### src/rtl/mid_side_pkg.sv
// mid_side_pkg: shared width, mode encoding and sample type for the mid/side encoder.
package mid_side_pkg;
  localparam int DATA_W_DEFAULT = 16;
  typedef enum logic {MS_BYPASS = 1'b0, MS_ENCODE = 1'b1} ms_mode_e;
  typedef logic signed [DATA_W_DEFAULT-1:0] sample_t;
endpackage

### src/rtl/mid_side_if.sv
// mid_side_if: sample-rate bus carrying the L/R inputs, mode, clock enable and mid/side outputs.
interface mid_side_if import mid_side_pkg::*; #(parameter int DATA_W = DATA_W_DEFAULT) ();
  logic ce;
  logic enable;
  logic signed [DATA_W-1:0] L;
  logic signed [DATA_W-1:0] R;
  logic signed [DATA_W-1:0] mid;
  logic signed [DATA_W-1:0] side;
  modport master (output ce, enable, L, R, input mid, side);
  modport slave (input ce, enable, L, R, output mid, side);
endinterface

### src/rtl/ms_butterfly.sv
// ms_butterfly: floor-halved sum and difference of two signed samples, one bit wider internally.
module ms_butterfly import mid_side_pkg::*; #(parameter int DATA_W = DATA_W_DEFAULT) (
  input  logic signed [DATA_W-1:0] a,
  input  logic signed [DATA_W-1:0] b,
  output logic signed [DATA_W-1:0] half_sum,
  output logic signed [DATA_W-1:0] half_diff
);
  logic [DATA_W:0] sum, diff;
  assign sum = {a[DATA_W-1], a} + {b[DATA_W-1], b};
  assign diff = {a[DATA_W-1], a} - {b[DATA_W-1], b};
  // dropping the LSB of the widened result is an arithmetic shift, rounding toward -inf
  assign half_sum = sum[DATA_W:1];
  assign half_diff = diff[DATA_W:1];
endmodule

### src/rtl/mid_side_core.sv
// mid_side_core: registered stereo mid/side encoder with per-sample bypass, clock enable and sync reset.
module mid_side_core import mid_side_pkg::*; #(parameter int DATA_W = DATA_W_DEFAULT) (
  input logic clk,
  input logic rst,
  mid_side_if.slave bus
);
  ms_mode_e mode;
  logic signed [DATA_W-1:0] enc_mid, enc_side, mid_q, side_q;
  logic [DATA_W:0] ms_sum, enc_expect;
  assign mode = ms_mode_e'(bus.enable);
  ms_butterfly #(.DATA_W(DATA_W)) u_bfly (
    .a(bus.L),
    .b(bus.R),
    .half_sum(enc_mid),
    .half_diff(enc_side)
  );
  always_ff @(posedge clk) begin
    if (rst) begin
      mid_q <= '0;
      side_q <= '0;
    end else if (bus.ce) begin
      mid_q <= (mode == MS_ENCODE) ? enc_mid : bus.L;
      side_q <= (mode == MS_ENCODE) ? enc_side : bus.R;
    end
  end
  assign bus.mid = mid_q;
  assign bus.side = side_q;
  // floor halves lose one LSB in total when L+R is odd, so mid+side == L - parity
  assign ms_sum = {mid_q[DATA_W-1], mid_q} + {side_q[DATA_W-1], side_q};
  assign enc_expect = {bus.L[DATA_W-1], bus.L} - (DATA_W+1)'(bus.L[0] ^ bus.R[0]);
  a_floor_identity: assert property (@(posedge clk)
    (!rst && bus.ce && mode == MS_ENCODE) |=> (ms_sum == $past(enc_expect)));
  a_reset_zero: assert property (@(posedge clk)
    rst |=> (mid_q == '0 && side_q == '0));
endmodule

### src/flat_wrapper.sv
// flat-port wrapper written by rule: the top's interface ports become plain ports
module mid_side_core_flat import mid_side_pkg::*;
#(parameter int DATA_W = DATA_W_DEFAULT)
  (clk, rst, bus_ce, bus_enable, bus_L, bus_R, bus_mid, bus_side);
  mid_side_if #(.DATA_W(DATA_W)) bus_i ();
  input logic clk;
  input logic rst;
  input wire logic [$bits(bus_i.ce)-1:0] bus_ce;
  input wire logic [$bits(bus_i.enable)-1:0] bus_enable;
  input wire logic [$bits(bus_i.L)-1:0] bus_L;
  input wire logic [$bits(bus_i.R)-1:0] bus_R;
  output wire logic [$bits(bus_i.mid)-1:0] bus_mid;
  output wire logic [$bits(bus_i.side)-1:0] bus_side;
  assign bus_i.ce = bus_ce;
  assign bus_i.enable = bus_enable;
  assign bus_i.L = bus_L;
  assign bus_i.R = bus_R;
  assign bus_mid = bus_i.mid;
  assign bus_side = bus_i.side;
  mid_side_core #(.DATA_W(DATA_W)) u_core (.clk(clk), .rst(rst), .bus(bus_i));
endmodule
### config.mk
export PLATFORM = sky130hd
export DESIGN_NAME = mid_side_core_flat
export DESIGN_NICKNAME = d
export VERILOG_FILES = /design/src/rtl/mid_side_pkg.sv /design/src/rtl/mid_side_if.sv /design/src/rtl/ms_butterfly.sv /design/src/rtl/mid_side_core.sv /design/src/flat_wrapper.sv
export SDC_FILE = /design/constraint.sdc
export NUM_CORES = 1
export LEC_CHECK = 0
export BUFFER_PORTS_ARGS = -buffer_cell sky130_fd_sc_hd__clkbuf_2
export CAP_MARGIN = 10
export CORE_ASPECT_RATIO = 1.5
export CORE_MARGIN = 1
export CORE_UTILIZATION = 55
export DETAILED_ROUTE_END_ITERATION = 12
export PLACE_DENSITY_LB_ADDON = 0.15
export SLEW_MARGIN = 0
export SYNTH_ARGS = -nofsm -noshare
export SYNTH_HDL_FRONTEND = slang
export SYNTH_SLANG_ARGS = --single-unit
### constraint.sdc
create_clock -name clk -period 2.3 [get_ports clk]
set_input_delay 0.115 -clock clk [delete_from_list [all_inputs] [get_ports clk]]
set_output_delay 0.115 -clock clk [all_outputs]
set_load 0.02 [all_outputs]
== After elaboration in Yosys (flattened, before gate mapping) ==
Index checks and enable logic that the tools add are counted.
Widths: inputs -> output; s select.

* Input port bits: 36
* Logic and storage cells: 6
* Register bits after elaboration: 32
* Output and inout bits: 32

* Add/sub/neg operators: 2
* Multiplexer cells: 2

{| class="wikitable"
|+ Operator list
! cell !! number
|-
| $mux 16 || 2
|-
| $add 16x16->17 || 1
|-
| $sub 16x16->17 || 1
|}

== Depth between registers and ports, before layout ==
* Depth after elaboration: 2
* Depth in mapped cells: 10
* Gate-level depth less buffers: 10

== Hierarchy ==
Synthesis repeated with hierarchy kept, for this count alone.

* Cell total of the unflattened synthesis: 380
* Area, all modules: 3136.8 µm²

{| class="wikitable"
|+ Modules (own cells, without submodules)
! module !! times used !! cells an instance !! seq. area each (µm²) !! area an instance (µm²)
|-
| ms_butterfly || 1 || 238 || 0.0 || 1699.1
|-
| mid_side_core || 1 || 142 || 640.6 || 1437.6
|}

== Least setup slack after synthesis ==
No wires, ideal clock.

* Path kind: in2reg
* From: in bus_R[2]
* To: reg u_core.side_q[11] (netlist: u_core.bus.side[11])
* Setup slack: 0.309 ns
* Data required time: 2.170 ns
* Arrival: 1.860 ns
* Path buffers: 1
* Setup time: 0.130 ns
* Stages on the path: 10
* Cell sequence: inv_1 > ha_1 > buf_6 > nor2b_4 > o31a_1 > a21o_1 > o41a_1 > xnor2_1 > a21oi_1 > nor3_2

* Cells in the longest elaborated chain, start to end: 2

{| class="wikitable"
|+ Ends and longest elaborated chain
! element !! line !! source
|-
| from (decl) || flat_wrapper.sv:11 || <nowiki>input wire logic [$bits(bus_i.R)-1:0] bus_R;</nowiki>
|-
| $sub 16x16->17 || ms_butterfly.sv:10 || <nowiki>assign diff = {a[DATA_W-1], a} - {b[DATA_W-1], b};</nowiki>
|-
| $mux 16 || mid_side_core.sv:23 || <nowiki>side_q <= (mode == MS_ENCODE) ? enc_side : bus.R;</nowiki>
|-
| to (signal assigned) || mid_side_core.sv:23 ||
|-
| to (decl) || mid_side_core.sv:8 || <nowiki>logic signed [DATA_W-1:0] enc_mid, enc_side, mid_q, side_q;</nowiki>
|}

Every way passes these cells.
A chain may end at the register's enable or synchronous reset.

== Final worst setup path ==
* From: in bus_R[1]
* To: reg u_core.mid_q[14] (netlist: u_core.bus.mid[14])

* Cells in the longest elaborated chain, start to end: 2

{| class="wikitable"
|+ Ends and longest elaborated chain
! element !! line !! source
|-
| $add 16x16->17 || ms_butterfly.sv:9 || <nowiki>assign sum = {a[DATA_W-1], a} + {b[DATA_W-1], b};</nowiki>
|-
| $mux 16 || mid_side_core.sv:22 || <nowiki>mid_q <= (mode == MS_ENCODE) ? enc_mid : bus.L;</nowiki>
|-
| to (signal assigned) || mid_side_core.sv:22 ||
|-
| to (decl) || mid_side_core.sv:8 ||
|}

Every way passes these cells.

==> results.txt <==
Gate power share: 0.436
max-cap viol count: 0
Slew Viols, Final: 0
die width: 64.0 um
CTS buffer count: 5
CP Max Fanout: 5
antenna viol nets, final: 0
Worst-path clk slew: 0.07 ns
# rows: 33
First-pass DRT Iterations: 5
RSZ-0062 raised after global routing: no
post-synth net total: 489
GRT Util Overall: 0.300
total negative slack: 0 ns
Sw Ratio: 0.389
Async S/R FF share, synth: 0
diodes inserted: 0
Tightest Pin Transition: 0.500 ns
Root Buffer: clkbuf_8
Period minus WS final: 2.02 ns
outcome: completed
core box area: 5490 um2
post-layout instance area: 3610 um2
Hold Crit Class: primary input to flip-flop
Distinct cells, synth: 60
Top FF cell, synth: dfxtp_1
DR DRC count: 0
placed inst area: 3530 um2
Worst setup EP type: flip-flop
Die Y: 95.0 um
slowest stage delay, CP: 0.36 ns
critical path required time: 2.50 ns
# hold bufs at CTS: 0
H-tree depth: 2
Leak Pwr: 0.00170 uW
IO Pins: 68
slew margin rel.: 0.665
Final nets: 553
CP Cell Sequence: clkbuf_2, inv_1, ha_1, nand3b_1, a211oi_1, buf_4, a211oi_2, o21ai_2, a21oi_1, a311oi_1
Setup violations, final: 0
Critical Path AT: 2.22 ns
Synth Cell Area: 3170 um2
Clock Path Buffers: 2
largest net degree at the start of global routing: 36
ratio of final minimum period to clock period: 0.879
non-filler cells, final: 555
drt first-iter violations: 172
FILL cells: 505
Synth Warn #: 0
FF/Latch Area: 641 um2
final hold vios: 0
Placed Cells: 548
dpl hpwl: 6750 um
clock share of power: 0.226
Post-Syn Area per Cell: 7.53 um2
PwrDens: 515 nW/um2
via count: 3317
clk_lat worst skew: 0.28 ns
GR Overflow Total: 0
number of port buffers: 67
Power Total: 1860 uW
Area Growth Syn to Fin: 13.9%
cts repair resizes: 0
CTS Sinks: 32
crit path max-delay cell type: a211oi_1
vias in the first global route: 3112
EDFF count, synth: 0
achievable frequency: 495 MHz
clk_skew: 0 ns
Mapped Cells: 421
Starting Density: 0.577
CTS tree: yes
final hold slack: 0.108 ns
initial antenna violation count: 0
fraction of layout cells with a size suffix above 1: 0.214
Setup CP Type: primary input to flip-flop
post-CTS setup buffers: 0
gpl congestion: 0.915
switching power: 723 uW
Wirelength per Cell: 15.7 um
commonest cells after routing, fill and taps aside: clkbuf_2 (67), nor2_1 (54), a21oi_1 (48)
Seq cells post-synth: 32
die footprint: 6080 um2
internal power: 1140 uW
most common cell after layout, fill and taps aside: clkbuf_2
area of the multi-input gates: 2210 um2
sequential share of power: 0.339
sequential area share after synthesis: 0.202
peak supply drop: 0.000323 V
Vias per Instance: 5.98
first-pass GRT wire length: 14200 um
Setup crit start kind: primary input
final WL: 8720 um
[power groups by stage]
stage,clock network [uW],logic (uW),registers (uW)
2_1_floorplan,0,524,700
3_3_place_gp,0,785,641
3_5_place_dp,0,795,643
4_1_cts,432,801,630
5_1_grt,450,890,635
6_report,420,810,630
[state kept, by name (all words and copies together), names as in the netlist]
name	count
u_core.bus.mid	16
u_core.bus.side	16
[critical path, delay by kind of cell]
kind                     cells  cell delay (ns)
adder cells (fa/ha/maj)      1             0.34
AND/OR/NAND/NOR              1             0.21
buffers and inverters        3             0.41
AO/OA/AOI/OAI                5             1.14
[logic make-up (layout without fill, tap and decap cells)]
kind of cell | count (synthesis) | in the layout | synth area share
compound gates | 146 | 146 | 0.303
simple gates | 127 | 127 | 0.196
buf+inv | 61 | 125 | 0.101
fa+ha+maj | 32 | 32 | 0.131
flops | 32 | 32 | 0.202
xor+xnor | 17 | 17 | 0.0470
mux | 6 | 6 | 0.0189
[final timing paths]
kind	start	end	slack (ns)	cells past startpoint
setup / recovery	bus_R[1]	u_core.bus.mid[14]$_SDFFE_PP0P_	0.28	10
hold / removal	bus_R[13]	u_core.bus.side[13]$_SDFFE_PP0P_	0.11	3
setup reg to reg	u_core.bus.mid[14]$_SDFFE_PP0P_	u_core.bus.mid[14]$_SDFFE_PP0P_	1.16	5
hold reg to reg	u_core.bus.mid[11]$_SDFFE_PP0P_	u_core.bus.mid[11]$_SDFFE_PP0P_	0.45	2
[layout make-up]
| class | count | share of cell area |
|---|---|---|
| multi-input cells | 328 | 0.611 |
| inverters | 32 | 0.0333 |
| well taps | 70 | 0.0242 |
| repair buffers | 86 | 0.132 |
| flip-flops and latches | 32 | 0.177 |
| clock buffers | 6 | 0.0201 |
| clock inverters | 1 | 0.00139 |
[routing by layer]
metal | GRT usage | wire length [um]
met5 | 0 | 0
met3 | 0.0326 | 317
met2 | 0.568 | 4700
met1 | 0.321 | 3400
met4 | 0.155 | 298
[through the flow]
stage,util,setup WS (ns)
after floorplan,-,0.309
after global placement,0.644,0.0821
after detailed placement,0.644,0.0384
after CTS,0.658,0.331
after global routing,0.658,0.0146
final,0.658,0.279
[synth_stat cells, types with 4 or more instances]
cell type  instances  share of area
nor2_1            54          0.064
a21oi_1           48          0.076
dfxtp_1           32           0.20
inv_1             32          0.038
ha_1              30           0.12
o21ai_0           25          0.039
nand2_1           19          0.022
nor3_1            17          0.027
clkbuf_1          14          0.017
xnor2_1           14          0.039
a211oi_1          13          0.031
a21o_1             8          0.019
a31oi_1            7          0.014
mux2i_1            6          0.019
clkbuf_8           5          0.022
nand3_1            5         0.0079
o21a_1             5          0.012
o21ai_1            5         0.0079
and3_1             4         0.0079
buf_2              4         0.0063
buf_6              4          0.014
nor4_1             4         0.0079
o211ai_1           4         0.0095
No activity file was read; power rests on OpenSTA's default activity.
